### src/rtl/alu_share_arb.sv
// alu_share_arb: shares one registered integer ALU between two requesters.
// Each port has a valid/ready request channel and a one-entry response
// buffer. A port may have at most one operation outstanding. Conflicts are
// resolved round-robin, or with port 0 always winning when PRIO_FIXED != 0.
module alu_share_arb #(
  parameter int unsigned PRIO_FIXED = 0
) (
  input  logic        CLK,
  input  logic        RSTN,
  // port 0 request / response
  input  logic        REQ0_VALID,
  output logic        REQ0_READY,
  input  logic [3:0]  REQ0_OP,
  input  logic [31:0] REQ0_RS1,
  input  logic [31:0] REQ0_RS2,
  output logic        RSP0_VALID,
  input  logic        RSP0_READY,
  output logic [31:0] RSP0_RESULT,
  // port 1 request / response
  input  logic        REQ1_VALID,
  output logic        REQ1_READY,
  input  logic [3:0]  REQ1_OP,
  input  logic [31:0] REQ1_RS1,
  input  logic [31:0] REQ1_RS2,
  output logic        RSP1_VALID,
  input  logic        RSP1_READY,
  output logic [31:0] RSP1_RESULT,
  // shared ALU
  output logic [9:0]  ALU_SEL,
  output logic [31:0] ALU_RS1,
  output logic [31:0] ALU_RS2,
  input  logic [31:0] ALU_RESULT
);

  // last_q == 1 means port 0 is favoured in the next conflict
  logic             last_q, last_d;
  logic             ifl_v_q, ifl_v_d;
  logic             ifl_id_q, ifl_id_d;
  logic [1:0]       rsp_v_q, rsp_v_d;
  logic [1:0][31:0] rsp_data_q, rsp_data_d;

  logic       elig0, elig1;
  logic       prio0;
  logic       issue0, issue1;
  logic [1:0] rsp_rdy;

  // Opcodes 0..9 map to one select bit each; anything else selects nothing,
  // so the ALU returns 0 and that zero is delivered as a normal result.
  function automatic logic [9:0] op_onehot(input logic [3:0] op);
    logic [9:0] sel;
    sel = '0;
    if (op <= 4'd9) sel = 10'd1 << op;
    return sel;
  endfunction

  assign rsp_rdy = {RSP1_READY, RSP0_READY};

  // Eligibility, priority and grant; READY deliberately ignores own VALID
  always_comb begin
    elig0 = (!rsp_v_q[0] || RSP0_READY) && !(ifl_v_q && (ifl_id_q == 1'b0));
    elig1 = (!rsp_v_q[1] || RSP1_READY) && !(ifl_v_q && (ifl_id_q == 1'b1));
    prio0 = (PRIO_FIXED != 0) || last_q;
    REQ0_READY = elig0 && !(REQ1_VALID && elig1 && !prio0);
    REQ1_READY = elig1 && !(REQ0_VALID && elig0 && prio0);
    issue0 = REQ0_VALID && REQ0_READY;
    issue1 = REQ1_VALID && REQ1_READY;
  end

  // Drive the ALU from the issuing port and record what is in flight
  always_comb begin
    ALU_SEL  = '0;
    ALU_RS1  = '0;
    ALU_RS2  = '0;
    ifl_v_d  = 1'b0;
    ifl_id_d = ifl_id_q;
    last_d   = last_q;
    if (issue0) begin
      ALU_SEL  = op_onehot(REQ0_OP);
      ALU_RS1  = REQ0_RS1;
      ALU_RS2  = REQ0_RS2;
      ifl_v_d  = 1'b1;
      ifl_id_d = 1'b0;
      if (PRIO_FIXED == 0) last_d = 1'b0;
    end else if (issue1) begin
      ALU_SEL  = op_onehot(REQ1_OP);
      ALU_RS1  = REQ1_RS1;
      ALU_RS2  = REQ1_RS2;
      ifl_v_d  = 1'b1;
      ifl_id_d = 1'b1;
      if (PRIO_FIXED == 0) last_d = 1'b1;
    end
  end

  // Response buffers: capture of the in-flight result wins over a pop
  always_comb begin
    rsp_v_d    = rsp_v_q;
    rsp_data_d = rsp_data_q;
    for (int x = 0; x < 2; x++) begin
      if (ifl_v_q && (ifl_id_q == 1'(x))) begin
        rsp_v_d[x]    = 1'b1;
        rsp_data_d[x] = ALU_RESULT;
      end else if (rsp_v_q[x] && rsp_rdy[x]) begin
        rsp_v_d[x] = 1'b0;
      end
    end
  end

  // State registers; reset discards any in-flight op and buffered results
  always_ff @(posedge CLK or negedge RSTN) begin
    if (!RSTN) begin
      last_q     <= 1'b1;
      ifl_v_q    <= 1'b0;
      ifl_id_q   <= 1'b0;
      rsp_v_q    <= '0;
      rsp_data_q <= '0;
    end else begin
      last_q     <= last_d;
      ifl_v_q    <= ifl_v_d;
      ifl_id_q   <= ifl_id_d;
      rsp_v_q    <= rsp_v_d;
      rsp_data_q <= rsp_data_d;
    end
  end

  assign RSP0_VALID  = rsp_v_q[0];
  assign RSP1_VALID  = rsp_v_q[1];
  assign RSP0_RESULT = rsp_data_q[0];
  assign RSP1_RESULT = rsp_data_q[1];

endmodule

### config.mk
export PLATFORM = sky130hd
export DESIGN_NAME = alu_share_arb
export DESIGN_NICKNAME = d
export VERILOG_FILES = /design/src/rtl/alu_share_arb.sv
export SDC_FILE = /design/constraint.sdc
export NUM_CORES = 1
export LEC_CHECK = 0
export ABC_AREA = 1
export CORE_AREA = 2 2 124 126
export CTS_CLUSTER_SIZE = 12
export DETAILED_ROUTE_END_ITERATION = 12
export DIE_AREA = 0 0 126 128
export PLACE_DENSITY = 0.75
export SYNTH_ARGS = -nofsm -noshare
export SYNTH_HDL_FRONTEND = slang
export SYNTH_SLANG_ARGS = --single-unit
### constraint.sdc
create_clock -name CLK -period 1.8 [get_ports CLK]
set_input_delay 0.18 -clock CLK [delete_from_list [all_inputs] [get_ports CLK]]
set_output_delay 0.18 -clock CLK [all_outputs]
set_load 0.005 [all_outputs]
Yosys cells after proc, flatten, opt, wreduce, memory -nomap -nowiden
Index checks and enable logic that the tools add are counted.
- logic and storage cells: 54
- input port bits: 174
- register bits after elaboration: 69
- multiplexer cells: 16
- shift operators: 2
- bitwise operators: 1
- reductions and logical operators: 26
- order comparisons: 2
- operators by type and width (kind ; count):
    32-bit 2-to-1 mux ; 4
    10-bit 2-to-1 mux ; 4
    1-bit by 4-bit << shifter with 10-bit output (first input constant) ; 2
    1-bit logical AND ; 14
    4-bit less-or-equal comparator (second input constant) ; 2
    1-bit 2-to-1 mux ; 8
    1-bit logical NOT ; 7
    2-bit nonzero test ; 3
    1-bit logical OR ; 2
    1-bit inverter ; 1

Longest topological paths before layout
- depth after elaboration: 11
- gate-level depth with buffers: 8
- gate-level depth less buffers: 7

Least setup slack after synthesis
No wires, ideal clock.
- path kind: register to output
- start point: register last_q
- end point: output port ALU_RS1[23]
- slack: 0.482 ns
- arrival time: 1.138 ns
- cell stages (with the launch flop): 8
- cell sequence: dfstp_2 -> nand2_1 -> clkinv_1 -> nand3_1 -> buf_4 -> buf_2 -> nand4_1 -> nand2_1
- word-level cells in the longest chain between the ends: 6
- elaborated cells between the ends (all ways): 11
- those cells by class: mux (2); reduce/logical (9)
- RTL lines (item ; line ; text):
    start: declaration ; 36 ; logic last_q, last_d;
    start signal: assignment ; 117 ; last_q <= last_d;
    1-bit logical AND or 1-bit logical NOT (tied branches) ; 64, 63 ;
    1-bit logical NOT or 1-bit logical AND (tied branches) ; 64, 63 ;
    1-bit logical AND or 1-bit logical NOT (tied branches) ; 64, 63 ;
    1-bit logical AND, on equally long branches ; 66, 63 ;
    32-bit 2-to-1 mux or 1-bit logical AND (tied branches) ; 84, 65 ;
    32-bit 2-to-1 mux (*) ; 77 ; if (issue0) begin
    end: declaration ; 30 ; output logic [31:0] ALU_RS1,
Mark *: on every way between the ends. The rest lies on a longest branch, timed or not.

Final worst setup path
- start point: register rsp_v_q[1]
- end point: output port ALU_SEL[1]
- word-level cells in the longest chain between the ends: 9
- elaborated cells between the ends (all ways): 12
- those cells by class: mux (2); reduce/logical (10)
- RTL lines (item ; line ; text):
    start: declaration ; 39 ; logic [1:0] rsp_v_q, rsp_v_d;
    start signal: assignment ; 120 ; rsp_v_q <= rsp_v_d;
    1-bit logical NOT (*) ; 61 ; elig1 = (!rsp_v_q[1] || RSP1_READY) && !(ifl_v_q && (ifl_id_q == 1'b1));
    1-bit logical OR (*) ; 61 ;
    1-bit logical AND (*) ; 61 ;
    1-bit logical AND (2 in a row) ; 63 ; REQ0_READY = elig0 && !(REQ1_VALID && elig1 && !prio0);
    1-bit logical NOT ; 63 ;
    1-bit logical AND ; 63 ;
    1-bit logical AND ; 65 ; issue0 = REQ0_VALID && REQ0_READY;
    10-bit 2-to-1 mux (*) ; 77 ;
    end: declaration ; 29 ; output logic [9:0] ALU_SEL,
Marked as above.

==> results.toml <==
[global_routing]
grt_antenna_before_repair = 1
grt_max_degree = 76
grt_first_pass_wirelength_um = 27200
grt_pass1_vias = 5177
grt_usage_pct = 20.7
grt-ovfl-total = 0

[worst_setup_path]
path_cells = "inv_2 > nor2_4 > nor2_4 > clkbuf_16 > buf_8 > buf_12 > nand4_1 > nand2_1 > clkbuf_2"
reg2reg_slack_ns = 0.29
crit_slowest_cell = "dfrtp_1"
cp_max_fo = 10
cp.required_ns = 1.62
cpMostUsedCell = "nor2_4"
crit_type = "reg -> out"
regToRegStartpoint = "rsp_v_q[1]"
cp-endpoint = "ALU_SEL[1]"
r2r_end = "ifl_id_q"
slowest_delay_ns = 0.38
crit_arrival_ns = 1.79
cp-start-kind = "register"
critPathCaptureType = "primary output"
crit_path_start = "rsp_v_q[1]"
worst-r2r-cell-count = 10

[finish]
final_cells = 1108
syn_to_final_growth_pct = 95.4
drive_above_1_share_pct = 18.5
nNetsFinal = 1088
fillers = 1403
design_area_mm2 = 0.00827

[drt]
detail-route-antenna-nets = 0
dr.pass1.iters = 4
wl_met1_um = 7900
routed-wl-met3_um = 1510
top_layer_used = "met4"
wire_per_inst_um = 17.6
vias = 5529
drc_errors = 0
wl_met2_um = 9570
drt_iter0_markers = 373
vias_per_cell = 4.99
routed_wl_um = 19500

[logic_synthesis]
async_flop_share_pct = 100
ys_types = 19
synth_nets = 760
syn_area_per_cell_um2 = 7.22
yosys_warnings = 0
yosysTopAreaCellShare_pct = 40.2
synth_most_common_cell = "nand2_1"
synth_area_leader_cell = "dfrtp_1"
synth_edf_count = 0
ys_seq_elements = 69
ys_seq_area_share_pct = 40.8
syn_area_mm2 = 0.00423
synth_area_leaders = "dfrtp_1 (40%), nand4_1 (22%), nand2_1 (14%)"
synth_ff_type = "dfrtp_1"
synthTopCellsByCount = "nand2_1 (163), nand4_1 (147), dfrtp_1 (68)"
synthCells = 586

[die]
initial_core_util_pct = 28.5
die_area_mm2 = 0.0161
core_area_mm2 = 0.0149
io_pins = 316
row_count = 45
die_w_um = 126
die-height_um = 128

[timing]
worst_slew_pin_slew_ns = 0.580
period_share_pct = 109
period_needed_ns = 1.97
fin_skew_ns = 0.00933
report.final.slew_viol_count = 0
rsz0062_at_grt = "yes"
setup_viol_count_final = 73
hold_violations = 0
maxSlewHeadroom_pct = 61.4
fmax_mhz = 509
fin_tns_setup_ns = -7.77
fin_ws_ns = -0.166

[cts]
clock_latency_ns = 0.33
clockBufferDepth = 2
cts.sink_count = 69
numCtsBuffers = 9
ctsRootBufferMaster = "clkbuf_16"
cts_max_level = 3
clk_pin_slew_worst_paths_ns = 0.06
cts_tree = "done"

[placed_design]
dpl.hpwl_um = 12800
gp_congestion = 0.821
placed_cell_area_mm2 = 0.00768
port_buffers = 315
dp.cells = 1061

[power_and_ir_drop]
p_leak_nw = 4.09
power.density_mw_per_mm2 = 1520
vdd_ir_drop_max_mv = 0.791

[run_status]
outcome = "complete, but fails checks"
violations = "setup timing"

[min_path]
min_path_type = "in -> async"

[job]
maxCapViolCount = 0
==> worst max-delay path, delay by kind of cell (launching register included) <==
| family | cells | cell delay [ns] |
|---|---|---|
| buf+inv | 5 | 0.61 |
| flops | 1 | 0.38 |
| simple gates | 4 | 0.47 |
==> timing repair <==
item                                    CTS  global route
setup buffers                             1            15
resized for setup                       108           160
hold endpoints to repair                 17             0
gates cloned                              2            15
endpoints found under the setup margin   76            76
pin swaps                                11            56
hold buffers                              1             0
==> cell type report <==
class,count,area (µm²),area share [%]
Timing Repair Buffer,379,3770,45.6
Multi-Input combinational cell,403,2020,24.4
Sequential cell,69,1730,20.9
Clock buffer,10,239,2.89
Tap cell,188,235,2.84
Inverter,52,201,2.43
Clock inverter,6,75.1,0.907
Antenna cell,1,2.50,0.0302
==> logic make-up (layout without fill, tap and decap cells) <==
family | Yosys count | count (layout) | share of synthesized area (%)
AOI/OAI and AO/OA | 65 | 65 | 7.69
other | 0 | 1 | 0
DFF | 69 | 69 | 40.8
and+or+nand+nor | 338 | 338 | 39.1
buffers and inverters | 114 | 447 | 12.4
==> cells in the final DEF, fill, tap and decap left out <==
master and instances:
clkdlybuf4s50_1 236, nand2_1 158, nand4_1 147, dfrtp_1 68, o21ai_0 64, inv_1 46, clkbuf_2 43, buf_2 30
nor2_1 21, buf_4 21, clkbuf_16 20, buf_12 12, buf_6 10, buf_8 7, nand2_2 5, dlymetal6s2s_1 5
inv_2 4, nand3_1 3, inv_6 3, buf_16 3, nor2_4 2, diode_2 1, clkinv_2 1, nand3_4 1
nand2_4 1, clkinv_4 1, a21oi_2 1, clkinvlp_4 1, clkbuf_8 1, bufinv_16 1, inv_8 1, dlygate4sd3_1 1
dfstp_2 1
==> power breakdown <==
| part | internal [W] | switching (W) | leakage [nW] |
|---|---|---|---|
| logic | 0.00429 | 0.00367 | 3.10 |
| clock network | 0.00113 | 0.000701 | 0.152 |
| registers | 0.00234 | 0.000439 | 0.846 |
| total | 0.00777 | 0.00481 | 4.09 |
==> flip-flops by register name, summed over array words and instances (netlist names) <==
register and cells:
RSP0_RESULT 32, RSP1_RESULT 32, ifl_id_q 1, ifl_v_q 1, last_q 1, rsp_v_q 2
==> layer usage <==
layer	vias to the layer above	track usage (%)
met5	-	0
met4	0	6.53
met3	32	5.55
met2	243	35.1
met1	2563	25.9
li1	2691	-
==> stage by stage <==
stage	total power [W]	setup slack, ns	utilization [%]	hold slack (ns)
4_1_cts	0.0116	-0.418	54.1	0.365
3_5_place_dp	0.00968	-0.302	51.7	0.185
2_1_floorplan	0.00557	0.482	-	-0.116
6_report	0.0126	-0.166	55.7	0.350
5_1_grt	0.0134	-0.305	55.7	0.405
3_3_place_gp	0.00957	-0.306	51.7	0.177
==> worst min path at each step <==
stage               startpoint         endpoint  cells after the start
floorplan                 RSTN   RSP0_RESULT[0]                      0
global placement          RSTN  RSP1_RESULT[15]                      1
detailed placement        RSTN  RSP1_RESULT[15]                      1
CTS                       RSTN  RSP1_RESULT[15]                      2
global route              RSTN  RSP1_RESULT[15]                      2
finish                    RSTN  RSP1_RESULT[15]                      2
Note: power is estimated with default switching activity, not from simulation.
